===== config.mk =====
export PLATFORM = sky130hd
export DESIGN_NAME = sample_deinterleave_4out
export DESIGN_NICKNAME = d
export VERILOG_FILES = /design/src/rtl/sample_deinterleave_4out.sv
export SDC_FILE = /design/constraint.sdc
export NUM_CORES = 1
export LEC_CHECK = 0
export BUFFER_PORTS_ARGS = -buffer_cell sky130_fd_sc_hd__buf_2
export CAP_MARGIN = 20
export CORE_MARGIN = 5
export CORE_UTILIZATION = 54
export CTS_CLUSTER_DIAMETER = 200
export DETAILED_ROUTE_END_ITERATION = 10
export PLACE_DENSITY_LB_ADDON = 0.08
export SYNTH_ARGS = -nofsm -noshare
export SYNTH_HDL_FRONTEND = slang
export SYNTH_SLANG_ARGS = --single-unit

===== constraint.sdc =====
create_clock -name clk -period 1.8 [get_ports clk]
set_clock_uncertainty 0.1 [all_clocks]
set_input_delay 0.18 -clock clk [delete_from_list [all_inputs] [get_ports clk]]
set_output_delay 0.18 -clock clk [all_outputs]
set_load 0.01 [all_outputs]

===== src/rtl/sample_deinterleave_4out.sv =====
// Serial-to-parallel lane distributor: groups four samples into D0..D3.
// One output register plus one staging group keeps full rate under stall.
module sample_deinterleave_4out #(
    parameter int WIDTH = 8,
    parameter int CNT_W = 16
) (
    input  logic             clk,
    input  logic             rstn,
    input  logic [WIDTH-1:0] din_i,
    input  logic             din_valid_i,
    output logic             din_ready_o,
    input  logic             sync_i,
    output logic [WIDTH-1:0] D0_o,
    output logic [WIDTH-1:0] D1_o,
    output logic [WIDTH-1:0] D2_o,
    output logic [WIDTH-1:0] D3_o,
    output logic             q_valid_o,
    input  logic             q_ready_i,
    output logic [CNT_W-1:0] grp_cnt_o
);

    logic [1:0]       lane_q, lane_d;
    logic [WIDTH-1:0] stg_q [4];
    logic [WIDTH-1:0] stg_d [4];
    logic [WIDTH-1:0] out_q [4];
    logic [WIDTH-1:0] out_d [4];
    logic             full_q, full_d;
    logic             vld_q, vld_d;
    logic [CNT_W-1:0] cnt_q, cnt_d;

    logic             accept;
    logic             slot_free;
    logic             hs;
    logic [1:0]       eff_lane;

    assign accept    = din_valid_i && !full_q;
    assign slot_free = !vld_q || q_ready_i;
    assign hs        = vld_q && q_ready_i;
    assign eff_lane  = sync_i ? 2'd0 : lane_q;

    // Next-state: lane steering, group completion, staging and drain.
    always_comb begin
        lane_d = lane_q;
        stg_d  = stg_q;
        out_d  = out_q;
        full_d = full_q;
        vld_d  = vld_q;
        cnt_d  = cnt_q;

        if (hs) begin
            cnt_d = cnt_q + CNT_W'(1);
            vld_d = 1'b0;
        end

        if (sync_i) begin
            lane_d = accept ? 2'd1 : 2'd0;
        end else if (accept) begin
            lane_d = lane_q + 2'd1;
        end

        if (full_q && slot_free) begin
            out_d  = stg_q;
            vld_d  = 1'b1;
            full_d = 1'b0;
        end else if (accept && eff_lane == 2'd3) begin
            if (slot_free) begin
                out_d[0] = stg_q[0];
                out_d[1] = stg_q[1];
                out_d[2] = stg_q[2];
                out_d[3] = din_i;
                vld_d    = 1'b1;
            end else begin
                stg_d[3] = din_i;
                full_d   = 1'b1;
            end
        end else if (accept) begin
            stg_d[eff_lane] = din_i;
        end
    end

    // State registers; reset drops any partial or held group.
    always_ff @(posedge clk or negedge rstn) begin
        if (!rstn) begin
            lane_q <= 2'd0;
            full_q <= 1'b0;
            vld_q  <= 1'b0;
            cnt_q  <= '0;
            for (int i = 0; i < 4; i++) begin
                stg_q[i] <= '0;
                out_q[i] <= '0;
            end
        end else begin
            lane_q <= lane_d;
            full_q <= full_d;
            vld_q  <= vld_d;
            cnt_q  <= cnt_d;
            stg_q  <= stg_d;
            out_q  <= out_d;
        end
    end

    assign din_ready_o = !full_q;
    assign D0_o        = out_q[0];
    assign D1_o        = out_q[1];
    assign D2_o        = out_q[2];
    assign D3_o        = out_q[3];
    assign q_valid_o   = vld_q;
    assign grp_cnt_o   = cnt_q;

endmodule


[After elaboration in Yosys (flattened, before gate mapping)]
Index checks and enable logic that the tools add are counted.
Word-level totals
  flip-flop bits (word level): 84
  input bits: 13
Cells by class
  add/subtract/negate cells: 2
  order comparisons: 2
  equality and inequality tests: 3
  muxes and demuxes: 20
  bitwise gates (word level): 3
  reductions and logical operators: 16
Operators by type and width (number)
  32-bit two-way mux: 3
  32-bit bitwise mux: 1
  8-bit two-way mux: 4
  16-bit by 1-bit adder with 16-bit output (second input constant): 1
  8-bit demux with 2-bit select: 1
  1-bit two-way mux: 8
  2-bit nonzero test: 4
  2-bit two-way mux: 3
  3-bit AND reduction: 2
  1-bit logical AND: 5
  2-bit AND reduction: 2
  3-bit greater-or-equal comparator (second input constant): 1
  3-bit by 1-bit < comparator with 1-bit output (second input constant): 1
  2-bit inverter with 3-bit output: 1
  2-bit by 1-bit adder with 2-bit output (second input constant): 1
  2-bit equality test (second input constant): 1
  1-bit logical NOT: 2
  2-bit by 1-bit != test with 1-bit output (second input constant): 1
  2-bit != test (second input constant): 1
  1-bit inverter: 2
  1-bit logical OR: 1

[Logic depth before layout (Yosys ltp)]
Gate-level depths: netlist (run 1).
  word-level depth: 9
  gate-level depth with buffers: 5
  gate-level depth less buffers: 5

[Worst setup path after synthesis (run 1)]
OpenSTA, ideal clock, no wires.
  path type: register to register
  start point: reg full_q
  end point: reg stg_q[16] (netlist name)
  data arrival time: 1415 ps
  setup slack: 161 ps
  stages on the path, launching flop included: 5
  buffers on the path: 0
  period minus slack after synthesis: 1639 ps
  path through: dfrtp_1 > inv_1 > nand2_1 > nor3_2 > mux2_2
Between the ends
  word-level cells in the longest chain between the ends: 5
Ends and longest elaborated chain
  from (decl): line 27  | logic full_q, full_d;
  from (signal assigned): line 94  | full_q <= full_d;
  1-bit logical NOT *
  named net din_ready_o: line 11  | output logic din_ready_o,
  1-bit logical AND *: line 36  | assign accept = din_valid_i && !full_q;
  1-bit logical AND: line 65  | end else if (accept && eff_lane == 2'd3) begin
  1-bit inverter (no source line)
  3-bit AND reduction (no source line) *
  to (signal assigned): line 97  | stg_q <= stg_d;
  to (decl): line 23  | logic [WIDTH-1:0] stg_q [4];
Mark *: on every way through the listed nets, which the timed path passes. The rest lies on a longest branch.
A chain may end at the register's enable or synchronous reset.

[Worst setup path in the final report (run 1)]
  start point: in sync_i
  end point: reg out_q (netlist bit D2_o[1])
Between the ends
  word-level cells in the longest chain between the ends: 5
Ends and longest elaborated chain
  from (decl): line 12  | input logic sync_i,
  2-bit two-way mux: line 39  | assign eff_lane = sync_i ? 2'd0 : lane_q;
  2-bit equality test: line 65
  1-bit logical AND: line 65
  2-bit nonzero test (no source line)
  2-bit AND reduction (no source line)
  to (signal assigned): line 98  | out_q <= out_d;
  to (decl): line 25  | logic [WIDTH-1:0] out_q [4];
No other way between the ends.

==> results of run 1 <==
==> worst min-delay path by stage <==
stage,from,to,slack [ns],cells past startpoint
floorplan,rstn,D0_o[0]$_DFFE_PN0P_,-0.22,0
global placement,rstn,D0_o[0]$_DFFE_PN0P_,0.03,1
detailed placement,rstn,D0_o[0]$_DFFE_PN0P_,0.04,1
CTS,din_i[5],stg_q[21]$_DFFE_PN0P_,0.01,2
global route,din_i[3],stg_q[27]$_DFFE_PN0P_,0.02,2
finish,din_i[5],stg_q[21]$_DFFE_PN0P_,0.03,2
==> worst max-delay path: stages <==
cell	delay, ns
dlygate4sd3_1	0.53
clkbuf_4	0.17
and4b_1	0.24
o21ai_4	0.16
buf_12	0.22
mux2_2	0.35
==> registers in the layout, indices dropped and copies added, names as in the netlist <==
signal,count
stg_q,32
D1_o,8
D0_o,8
D3_o,8
q_valid_o,1
D2_o,8
full_q,1
grp_cnt_o,16
lane_q,2
==> Yosys cell counts <==
master,number
and4b_1,1
buf_4,2
and4_1,2
mux2i_1,8
o21ai_2,2
and3_1,2
nand4_1,2
nand2b_1,2
dfrtp_1,84
xnor2_1,13
nand2b_4,1
buf_2,3
nor4_1,1
nor3_1,2
nor2b_1,1
nor3_2,1
o21ai_0,8
mux2_2,56
nand3_1,5
nand2_1,18
xor2_1,4
mux2_1,1
inv_1,2
ha_1,1
nor4_4,2
nor2_1,6
==> routing by layer <==
metal	up-vias	wire, um	share of wire	track usage
li1	968	-	-	-
met5	-	0	0	0
met1	1029	2720	0.45	0.234
met3	6	306	0.051	0.0521
met4	0	57	0.0094	0.0659
met2	38	2950	0.49	0.269
==> cell families after synthesis <==
logic type,synth area share
mux,0.216
flops,0.628
buf+inv,0.0112
simple gates,0.0803
xor+xnor,0.0445
fa+ha+maj,0.00373
compound gates,0.0172
==> stage by stage <==
step	area, um2	utilization	power (W)
floorplan	3350	-	0.00339
global placement	3850	0.642	0.00392
global route	4060	0.677	0.00551
detailed placement	3850	0.642	0.00397
finish	4060	0.677	0.00517
CTS	4050	0.677	0.00525
==> cell type report <==
cell class / count / share of cell area
tap: 75 / 0.0231
clock inverter: 4 / 0.0123
sequential: 84 / 0.518
clock buffer: 12 / 0.0333
multi-input combinational: 139 / 0.300
inverter: 2 / 0.00185
timing repair buffer: 76 / 0.111
==> where the power goes <==
part           switching, W  total (W)  internal [W]  leakage (nW)
logic              0.000548    0.00119      0.000642         0.846
clock network      0.000638    0.00128      0.000641        0.0866
registers          0.000285    0.00270       0.00242          1.09
total               0.00147    0.00517       0.00370          2.02
==> timing repair <==
item	CTS	global route
setup endpoints to repair	0	4
resized for setup	0	1
hold buffers	2	0
hold endpoints to repair	30	0
==> flow_metrics.tcl, run 1 <==
set metrics [dict create \
    via_count 2041 \
    worstPathMaxFanout 35 \
    crit_required_ns 1.92 \
    gp_congestion 0.840 \
    yosysWarnings 0 \
    maxCapViolCount 0 \
    syn_inst 230 \
    grt-ovfl-total 0 \
    register_area_um2 2100 \
    grt_max_degree 56 \
    critPathArrivalTime_ns 1.88 \
    clock-root-buffer "clkbuf_8" \
    netlist_area_um2 3350 \
    area_growth_pct 21.1 \
    fin_setup_tns_ns 0 \
    startpoint "sync_i" \
    multi_input_area_um2 1220 \
    grt_use_total 0.174 \
    pre_cts_ws_ns 0.115 \
    stdcell_count 392 \
    drt-initial-drc-count 54 \
    antenna_found_initial 0 \
    yosysTopAreaCellShare 0.628 \
    cts_num_sinks 84 \
    hold_viol 0 \
    h-tree-depth 3 \
    post-dp-hpwl_mm 4.24 \
    portBuffers 62 \
    maxSlewHeadroom 0.737 \
    viasPerCell 5.21 \
    drcViolationCount 0 \
    crit_type "in2reg" \
    r2r-end "D2_o[1]$_DFFE_PN0P_" \
    reg2reg_depth 4 \
    drt_first_pass_iters 5 \
    yosys-top-cells-area "dfrtp_1, mux2_2, xnor2_1" \
    synth_seq_cells 84 \
    crit_end "D2_o[1]$_DFFE_PN0P_" \
    num_antenna_cells 0 \
    endpoint_kind "register" \
    dieWidth_um 88.8 \
    cts_setup_buffers 0 \
    cts_tree "done" \
    io-pin-count 63 \
    setup_viol 0 \
    wl_per_cell_um 15.4 \
    yosysSeqAreaShare 0.628 \
    start_util 0.559 \
    worst_pin_slew_ns 0.394 \
    dieArea_um2 7880 \
    startpoint_type "input port" \
    slew_viol_final 0 \
    postRouteAntennaNets 0 \
    die_h_um 88.8 \
    p_leak_nw 2.02 \
    drive_gt1_frac 0.470 \
    reg2reg_slack_ns 0.11 \
    nFillCells 473 \
    clk_pin_slew_ns 0.08 \
    wl_mm 6.03 \
    syn_area_per_cell_um2 14.6 \
    insertion_delay_ns 0.34 \
    grt_pass1_vias 2134 \
    period_needed_ns 1.75 \
    grt_pass1_wl_mm 10.3 \
    whs_ns 0.0317 \
    synth.distinct_cells 26 \
    max_freq_mhz 571 \
    period_share 0.973 \
    rr_startpoint "lane_q[0]$_DFFE_PN0P_" \
    ir_worst_vdd_uv 873 \
    status "complete, no violations" \
    rsz0062_at_grt "no" \
    cts_buffers 9 \
    power_density_nw_per_um2 1270 \
    synth_top_cell_by_area "dfrtp_1" \
    nets 326 \
    coreArea_um2 5990 \
    layout_common_cells "dfrtp_1, buf_2, mux2_2" \
    clock_path_buffers 2 \
    fin_ws_ns 0.0491 \
    final_common_cell "dfrtp_1" \
    syn-num-nets 244 \
    placed_cells 374 \
    hold_path_class "in2reg" \
    rows 28 \
]
No activity file was read; power rests on OpenSTA's default activity.
==> inputs of run 2 (changes only) <==
--- a/config.mk
+++ b/config.mk
@@ -8,7 +8,8 @@
 export BUFFER_PORTS_ARGS = -buffer_cell sky130_fd_sc_hd__buf_2
 export CAP_MARGIN = 20
 export CORE_MARGIN = 5
-export CORE_UTILIZATION = 54
+export CORE_UTILIZATION = 57
+export CTS_BUF_LIST = sky130_fd_sc_hd__clkbuf_8
 export CTS_CLUSTER_DIAMETER = 200
 export DETAILED_ROUTE_END_ITERATION = 10
 export PLACE_DENSITY_LB_ADDON = 0.08
==> run 2 against run 1 <==
  * Routed wire length up 2.4%
  * Core utilization up 4.1 points
  * Hold slack worse by 0.0071 ns
  * Sequential share of layout area down 1.4 points
  * Die area down 4.7%
  * Global-route usage down 0.090 points
  * Combinational power up 3%
  * Count of clock-buffer cells in the layout down 3
  * Power down 2.6%
  * Critical path depth down 2
  * Final cell count up 2.8%
  * Clock power down 13%
  * Critical path type is now reg2reg
  * Critical endpoint is now D2_o[6]$_DFFE_PN0P_
==> flow_metrics.tcl, run 2 (synthesized netlist as in run 1, its figures left out) <==
set metrics [dict create \
    status "complete, no violations" \
    drt_first_pass_iters 4 \
    hold_path_class "in2reg" \
    crit_required_ns 1.93 \
    maxCapViolCount 0 \
    multi_input_area_um2 1220 \
    cts_num_sinks 84 \
    cts_buffers 9 \
    reg2reg_slack_ns 0.06 \
    antenna_found_initial 0 \
    maxSlewHeadroom 0.780 \
    worstPathMaxFanout 6 \
    period_share 0.966 \
    nets 338 \
    layout_common_cells "dfrtp_1, buf_2, mux2_2" \
    final_common_cell "dfrtp_1" \
    worst_pin_slew_ns 0.329 \
    period_needed_ns 1.74 \
    insertion_delay_ns 0.35 \
    grt_pass1_wl_mm 10.1 \
    startpoint_type "register" \
    critical_path.max_stage_delay_ns 0.39 \
    largest_register "stg_q" \
    grt_pass1_vias 2081 \
    r2r-end "D2_o[6]$_DFFE_PN0P_" \
    start_util 0.576 \
    drive_gt1_frac 0.503 \
    cp_slowest_cell "dfrtp_1" \
    clk_pin_slew_ns 0.08 \
    rows 28 \
    grt_use_total 0.174 \
    slew_viol_final 0 \
    num_antenna_cells 0 \
    grt-ovfl-total 0 \
    largest_reg_flops 32 \
    critPathArrivalTime_ns 1.87 \
    postRouteAntennaNets 0 \
    post-dp-hpwl_mm 4.18 \
    hold_viol 0 \
    reg2reg_depth 4 \
    viasPerCell 5.11 \
    wl_mm 6.17 \
    crit_end "D2_o[6]$_DFFE_PN0P_" \
    fin_setup_tns_ns 0 \
    ir_worst_vdd_uv 828 \
    grt_max_degree 63 \
    rr_startpoint "lane_q[1]$_DFFE_PN0P_" \
    cts_tree "done" \
    pre_cts_ws_ns 0.146 \
    area_growth_pct 24.6 \
    p_leak_nw 2.11 \
    wl_per_cell_um 15.3 \
    setup_viol 0 \
    worst-path-stages 4 \
    endpoint_kind "register" \
    stdcell_count 403 \
    crit_type "reg2reg" \
    dieWidth_um 86.7 \
    power_density_nw_per_um2 1210 \
    rsz0062_at_grt "no" \
    dieArea_um2 7510 \
    io-pin-count 63 \
    whs_ns 0.0245 \
    crit_family "flip-flops" \
    drcViolationCount 0 \
    p_total_w 0.00504 \
    critPathBufInv 1 \
    startpoint "lane_q[1]$_DFFE_PN0P_" \
    fin_ws_ns 0.0606 \
    placed_cells 378 \
    gp_congestion 0.743 \
    register_area_um2 2100 \
    path_cells "and4b_2 > o21ai_4 > clkbuf_16 > mux2_2" \
    clock_path_buffers 2 \
    max_freq_mhz 575 \
    coreArea_um2 5820 \
    portBuffers 62 \
    h-tree-depth 3 \
    clock-root-buffer "clkbuf_8" \
    via_count 2060 \
    drt-initial-drc-count 41 \
    nFillCells 436 \
    die_h_um 86.7 \
]
[run 2: power breakdown]
part	internal (W)	total [W]	switching (W)
sequential	0.00242	0.00269	0.000271
clock	0.000481	0.00112	0.000638
combinational	0.000670	0.00123	0.000562
[run 2: what timing repair did]
item                                   CTS  global route
setup endpoints to repair                0            15
gates resized for setup                  0             6
setup buffers                            0             6
hold buffers                             2             0
endpoints found under the hold margin   41             0
[run 2: final cells by class]
class                   count  area share
clock inverters             6     0.00779
multi-input cells         139       0.292
clock buffers               9      0.0297
flip-flops and latches     84       0.504
well taps                  75      0.0225
inverters                   2     0.00180
repair buffers             88       0.142
[run 2: stage by stage]
stage                     instance area, um2   util
after floorplan                         3350      -
after global placement                  3890  0.669
after detailed placement                3890  0.669
after CTS                               4070  0.699
after global routing                    4170  0.718
final                                   4170  0.718
[run 2: how the worst min path moves through the flow]
stage / start / to / slack (ns) / cells after the start
final: din_i[1] / stg_q[25]$_DFFE_PN0P_ / 0.02 / 2
after global routing: din_i[4] / stg_q[12]$_DFFE_PN0P_ / 0.03 / 2
after CTS: din_i[4] / stg_q[28]$_DFFE_PN0P_ / 0.02 / 2
after detailed placement: rstn / D1_o[5]$_DFFE_PN0P_ / -0.005 / 1
after global placement: rstn / D0_o[5]$_DFFE_PN0P_ / -0.006 / 1
after floorplan: rstn / D0_o[0]$_DFFE_PN0P_ / -0.22 / 0
[run 2: metal layers]
| layer | global-route usage | vias up | share of wire |
|---|---|---|---|
| met5 | 0 | - | 0 |
| met4 | 0.0850 | 0 | 0.019 |
| met3 | 0.0352 | 12 | 0.042 |
| met2 | 0.259 | 41 | 0.47 |
| met1 | 0.243 | 1012 | 0.47 |
| li1 | - | 995 | - |
